**src/rtl/glb_arb_pkg.sv**
```systemverilog
// Shared types and sizing for the GLB port arbiter.
// Command stage structs are sized from these constants.
package glb_arb_pkg;

  localparam int unsigned NUM_REQ   = 3;
  localparam int unsigned ID_W      = (NUM_REQ > 1) ? $clog2(NUM_REQ) : 1;
  localparam int unsigned DATA_SIZE = 32;
  localparam int unsigned ADDR_W    = 32;
  localparam int unsigned BE_W      = 4;

  typedef struct packed {
    logic [BE_W-1:0]   re;
    logic [ADDR_W-1:0] addr;
    logic [ID_W-1:0]   id;
  } rd_cmd_t;

  typedef struct packed {
    logic [BE_W-1:0]      we;
    logic [ADDR_W-1:0]    addr;
    logic [DATA_SIZE-1:0] data;
  } wr_cmd_t;

endpackage

```
**src/rtl/rr_arbiter.sv**
```systemverilog
// Round-robin arbiter: grants the lowest valid index at or above ptr, wrapping.
// The GLB never stalls, so a grant is always an acceptance and advances ptr.
module rr_arbiter #(
  parameter int unsigned N    = 3,
  parameter int unsigned ID_W = (N > 1) ? $clog2(N) : 1
) (
  input  logic            i_clk,
  input  logic            i_rst,
  input  logic [N-1:0]    i_valid,
  output logic [N-1:0]    o_ready,
  output logic [ID_W-1:0] o_grant_id,
  output logic            o_grant
);

  logic [ID_W-1:0] r_ptr;
  logic [ID_W-1:0] w_ptr_d;
  logic            w_any;
  logic [ID_W-1:0] w_gid;

  always_comb begin
    w_any = 1'b0;
    w_gid = '0;
    // First pass covers ptr..N-1, second pass wraps through 0..ptr-1.
    for (int unsigned i = 0; i < N; i++) begin
      if (!w_any && i_valid[i] && (ID_W'(i) >= r_ptr)) begin
        w_any = 1'b1;
        w_gid = ID_W'(i);
      end
    end
    for (int unsigned i = 0; i < N; i++) begin
      if (!w_any && i_valid[i]) begin
        w_any = 1'b1;
        w_gid = ID_W'(i);
      end
    end
  end

  always_comb begin
    w_ptr_d = r_ptr;
    if (w_any) begin
      w_ptr_d = (w_gid == ID_W'(N - 1)) ? '0 : w_gid + 1'b1;
    end
  end

  always_ff @(posedge i_clk or posedge i_rst) begin
    if (i_rst) begin
      r_ptr <= '0;
    end else begin
      r_ptr <= w_ptr_d;
    end
  end

  assign o_ready    = w_any ? (N'(1) << w_gid) : '0;
  assign o_grant_id = w_gid;
  assign o_grant    = w_any;

endmodule

```
**src/rtl/glb_port_arbiter.sv**
```systemverilog
// Shares the GLB read and write ports between requesters with independent
// round-robin arbiters, a one-cycle command stage and a read-id return pipeline.
module glb_port_arbiter
  import glb_arb_pkg::*;
#(
  // Command structs are sized by glb_arb_pkg; change sizes there, not here.
  parameter int unsigned P_NUM_REQ   = NUM_REQ,
  parameter int unsigned P_DATA_SIZE = DATA_SIZE,
  parameter int unsigned P_ADDR_W    = ADDR_W,
  parameter int unsigned P_ID_W      = ID_W
) (
  input  logic                             i_clk,
  input  logic                             i_rst,
  input  logic [P_NUM_REQ-1:0]             i_rd_valid,
  output logic [P_NUM_REQ-1:0]             o_rd_ready,
  input  logic [P_NUM_REQ*4-1:0]           i_rd_re,
  input  logic [P_NUM_REQ*P_ADDR_W-1:0]    i_rd_addr,
  output logic [P_NUM_REQ-1:0]             o_rsp_valid,
  output logic [P_DATA_SIZE-1:0]           o_rsp_data,
  input  logic [P_NUM_REQ-1:0]             i_wr_valid,
  output logic [P_NUM_REQ-1:0]             o_wr_ready,
  input  logic [P_NUM_REQ*4-1:0]           i_wr_we,
  input  logic [P_NUM_REQ*P_ADDR_W-1:0]    i_wr_addr,
  input  logic [P_NUM_REQ*P_DATA_SIZE-1:0] i_wr_data,
  output logic [3:0]                       o_glb_re,
  output logic [P_ADDR_W-1:0]              o_glb_r_addr,
  input  logic [P_DATA_SIZE-1:0]           i_glb_r_data,
  output logic [3:0]                       o_glb_we,
  output logic [P_ADDR_W-1:0]              o_glb_w_addr,
  output logic [P_DATA_SIZE-1:0]           o_glb_w_data
);

  logic [P_ID_W-1:0] w_rd_id;
  logic              w_rd_go;
  logic [P_ID_W-1:0] w_wr_id;
  logic              w_wr_go;

  rd_cmd_t           r_rd_cmd;
  logic              r_rd_v1;
  logic              r_rd_v2;
  logic [P_ID_W-1:0] r_rd_id2;
  wr_cmd_t           r_wr_cmd;

  rr_arbiter #(
    .N    (P_NUM_REQ),
    .ID_W (P_ID_W)
  ) u_rd_arb (
    .i_clk      (i_clk),
    .i_rst      (i_rst),
    .i_valid    (i_rd_valid),
    .o_ready    (o_rd_ready),
    .o_grant_id (w_rd_id),
    .o_grant    (w_rd_go)
  );

  rr_arbiter #(
    .N    (P_NUM_REQ),
    .ID_W (P_ID_W)
  ) u_wr_arb (
    .i_clk      (i_clk),
    .i_rst      (i_rst),
    .i_valid    (i_wr_valid),
    .o_ready    (o_wr_ready),
    .o_grant_id (w_wr_id),
    .o_grant    (w_wr_go)
  );

  // Idle cycles clear the byte enables but keep address/data to avoid toggling.
  always_ff @(posedge i_clk or posedge i_rst) begin
    if (i_rst) begin
      r_rd_cmd <= '0;
      r_rd_v1  <= 1'b0;
      r_rd_v2  <= 1'b0;
      r_rd_id2 <= '0;
    end else begin
      if (w_rd_go) begin
        r_rd_cmd.re   <= i_rd_re[int'(w_rd_id)*4 +: 4];
        r_rd_cmd.addr <= i_rd_addr[int'(w_rd_id)*P_ADDR_W +: P_ADDR_W];
        r_rd_cmd.id   <= w_rd_id;
      end else begin
        r_rd_cmd.re <= '0;
      end
      // Valid travels separately from re so zero-enable reads still respond.
      r_rd_v1  <= w_rd_go;
      r_rd_v2  <= r_rd_v1;
      r_rd_id2 <= r_rd_cmd.id;
    end
  end

  always_ff @(posedge i_clk or posedge i_rst) begin
    if (i_rst) begin
      r_wr_cmd <= '0;
    end else if (w_wr_go) begin
      r_wr_cmd.we   <= i_wr_we[int'(w_wr_id)*4 +: 4];
      r_wr_cmd.addr <= i_wr_addr[int'(w_wr_id)*P_ADDR_W +: P_ADDR_W];
      r_wr_cmd.data <= i_wr_data[int'(w_wr_id)*P_DATA_SIZE +: P_DATA_SIZE];
    end else begin
      r_wr_cmd.we <= '0;
    end
  end

  assign o_glb_re     = r_rd_cmd.re;
  assign o_glb_r_addr = r_rd_cmd.addr;
  assign o_glb_we     = r_wr_cmd.we;
  assign o_glb_w_addr = r_wr_cmd.addr;
  assign o_glb_w_data = r_wr_cmd.data;

  assign o_rsp_valid = r_rd_v2 ? (P_NUM_REQ'(1) << r_rd_id2) : '0;
  assign o_rsp_data  = i_glb_r_data;

endmodule
```
**config.mk**
```make
export PLATFORM = sky130hd
export DESIGN_NAME = glb_port_arbiter
export DESIGN_NICKNAME = d
export VERILOG_FILES = /design/src/rtl/glb_arb_pkg.sv /design/src/rtl/rr_arbiter.sv /design/src/rtl/glb_port_arbiter.sv
export SDC_FILE = /design/constraint.sdc
export NUM_CORES = 1
export LEC_CHECK = 0
export CORE_AREA = 2 2 194 196
export CTS_CLUSTER_DIAMETER = 40
export DETAILED_ROUTE_END_ITERATION = 8
export DIE_AREA = 0 0 196 198
export GPL_TIMING_DRIVEN = 1
export MAX_ROUTING_LAYER = met4
export PLACE_DENSITY = 0.56
export SETUP_SLACK_MARGIN = 0.4
export SYNTH_ARGS = -nofsm -noshare
export SYNTH_HDL_FRONTEND = slang
export SYNTH_SLANG_ARGS = --single-unit
```
**constraint.sdc**
```tcl
create_clock -name i_clk -period 8.05 [get_ports i_clk]
set_input_delay 2.0125 -clock i_clk [delete_from_list [all_inputs] [get_ports i_clk]]
set_output_delay 2.0125 -clock i_clk [all_outputs]
set_load 0.05 [all_outputs]
```
==> metrics.txt <==
Post-Place Worst Slack 1690 ps; CP startpoint kind primary input; CP Capture Type primary output; cells after synthesis 750; synthesized cell area 0.00678 mm^2; Sw Share 38.4%; routed vias/inst 4.62; clk slew on worst S/H paths 60 ps; root buf cell clkbuf_16; initial antenna violation count 1; leading cell types by total area after synthesis dfrtp_1 42%, buf_4 8.0%, nand2_1 7.0%; drt first pass iters 6; crit path DAT 4370 ps; DR WL/cell 19.2 um; library cells used by synthesis 38; top post-synthesis cells by count 126 x nand2_1, 114 x dfrtp_1, 75 x inv_1, 72 x buf_4, 41 x buf_2; chip width 196 um; Synth async-reset ratio 100%; CTS Buf Count 17; Seq/Total Area, Yosys 42.1%; area delta synth->final 71.4%; Worst R2R Start u_wr_arb.r_ptr[1]; clock tree buffer depth 2; largest net degree at the start of global routing 62; Starting Density 18.3%; Clk pwr share 31.1%; worst path required time 6040 ps; Sw Pwr 1.02 mW; drt first-iter violations 468; Tightest Hold Check Type reg -> reg; Pwr Total 2.64 mW; clk_lat worst skew 420 ps; Max Clk Rate 157 MHz; Final period util 79.3%; max-cap violation count 0; Die ar. 0.0388 mm^2; final setup fails 0; most common cell in the netlist nand2_1; combinational share of power 40.9%; RSZ-0062 raised after global routing false; Ports 497; Placement Cell Area 0.0110 mm^2; ys flop type dfrtp_1; status finished, final reports clean; port buffer count 432; R2R cell count 4; gr usage total 15.6%; Residual DRC 0; Resize count post-CTS 0; CTS Hold Bufs 0; Util after Layout 31.4%; final non-filler cell area 0.0116 mm^2; Syn Nets 1102; top-area cell type share of the netlist area 42.1%; DP Wirelength 21600 um; Fin. Hold Viols 0; synthesis-stage register bit count 114; clk_skew 5.52 ps; Syn Area/Cell 9.04 um^2; setup total negative slack 0 ps; FF-to-FF End o_glb_w_addr[18]; reg-to-reg slack, setup 6030 ps; core area 0.0370 mm^2; H-tree levels 4; fillers 3923; Crit Path Max Fanout 33; worst setup margin 1660 ps; placed insts 1545; Slew Limit Headroom 28.1%; Sequential Power Share 28.0%; maximum vdd drop 139 uV; share of post-route cells with drive strength above 1 5.36%; cell taking the most area after synthesis dfrtp_1; P_int 1.63 mW; num rows 71; remaining antenna violation count after routing 0; CP endpoint o_rd_ready[1]; Slew @ Worst Pin 1080 ps; Post-synth EDFFs 0; RD Place Congestion 0.768; P_leak 4.65 nW; nets 1442; Power Dens Cells 227 mW/mm^2; Final min period 6390 ps; synth warn 0; Worst Setup SP i_rd_valid[0]; first-pass GRT wire length 44300 um; WS Path Type in -> out; max-slew violations 0; vias post-DR 7281; final hold slack 349 ps; clock sink count 114; Layout Cells excl Fill 1576; number of global-route vias before repair 7308; GRT overflow 0; aggregate routed wire length 30300 um; CTS tree done; Setup Fix Bufs, Post-CTS 0; Die H 198 um
-- logic make-up (layout without fill, tap and decap cells) --
| logic type | after synthesis | count (layout) | synth area share, % |
|---|---|---|---|
| buffers and inverters | 202 | 553 | 16.5 |
| AOI/OAI and AO/OA | 222 | 222 | 27.4 |
| other | 0 | 1 | 0 |
| DFF | 114 | 114 | 42.1 |
| and+or+nand+nor | 212 | 212 | 14.1 |
-- power groups by stage --
stage / combinational [mW] / sequential, mW / clock [mW]
after CTS: 1.09 / 0.740 / 0.859
after global routing: 1.13 / 0.754 / 0.879
after global placement: 1.08 / 0.746 / 0
final: 1.08 / 0.740 / 0.822
after floorplan: 0.467 / 0.978 / 0
after detailed placement: 1.08 / 0.749 / 0
-- worst max-delay path, stage by stage --
cell             delay (ps)
clkdlybuf4s50_1         550
inv_2                   150
a21boi_2                 60
buf_4                   240
nor2_1                  450
clkdlybuf4s50_1         900
-- per-layer routing --
metal	up-vias	part of all wire [%]	GRT usage (%)	routed length [um]
met2	392	48	24.9	14600
met3	32	7.7	4.21	2340
met5	-	0	-	0
met4	0	2.1	5.30	630
met1	3524	42	19.0	12800
li1	3333	-	-	-
-- state kept, by name, summed over array words and instances, names as in the netlist --
register and count:
r_rd_v1 1, u_rd_arb.r_ptr 2, r_rd_v2 1, o_glb_r_addr 32, o_glb_w_data 32, o_glb_w_addr 32, r_rd_cmd 2, r_rd_id2 2
o_glb_we 4, o_glb_re 4, u_wr_arb.r_ptr 2
-- how the worst min path moves through the flow --
stage / start / endpoint / slack [ps] / cells after the start
final: r_rd_v1 / r_rd_v2 / 350 / 0
after global routing: r_rd_v1 / r_rd_v2 / 360 / 0
after CTS: r_rd_v1 / r_rd_v2 / 350 / 0
after detailed placement: r_rd_v1 / r_rd_v2 / 340 / 0
after global placement: r_rd_v1 / r_rd_v2 / 330 / 0
after floorplan: r_rd_v1 / r_rd_v2 / 330 / 0
-- cell usage in the layout (no fill, tap or decap), types with 3 or more instances in the layout --
| cell | count |
|---|---|
| a222oi_1 | 28 |
| o211ai_1 | 37 |
| clkdlybuf4s50_1 | 431 |
| o21ai_2 | 3 |
| dfrtp_1 | 114 |
| clkbuf_16 | 17 |
| buf_4 | 15 |
| o31ai_1 | 32 |
| a31oi_1 | 28 |
| nand3b_1 | 3 |
| nand2b_1 | 32 |
| nand2_1 | 126 |
| clkinvlp_4 | 3 |
| bufinv_16 | 4 |
| a221o_1 | 36 |
| nor2b_1 | 3 |
| inv_1 | 74 |
| o21ai_1 | 4 |
| nor2_1 | 31 |
| a21o_1 | 4 |
| and2_1 | 5 |
| a32oi_1 | 40 |
-- final cells by class --
type | instances | area [um^2] | share of cell area (%)
Clock inverter | 9 | 156 | 1.35
Antenna cell | 1 | 2.50 | 0.0215
Inverter | 76 | 288 | 2.48
Tap cell | 474 | 593 | 5.10
Sequential cell | 114 | 2850 | 24.6
Timing Repair Buffer | 447 | 4430 | 38.1
Multi-Input combinational cell | 434 | 2840 | 24.4
Clock buffer | 21 | 460 | 3.96
(Power assumes the default switching activity.)
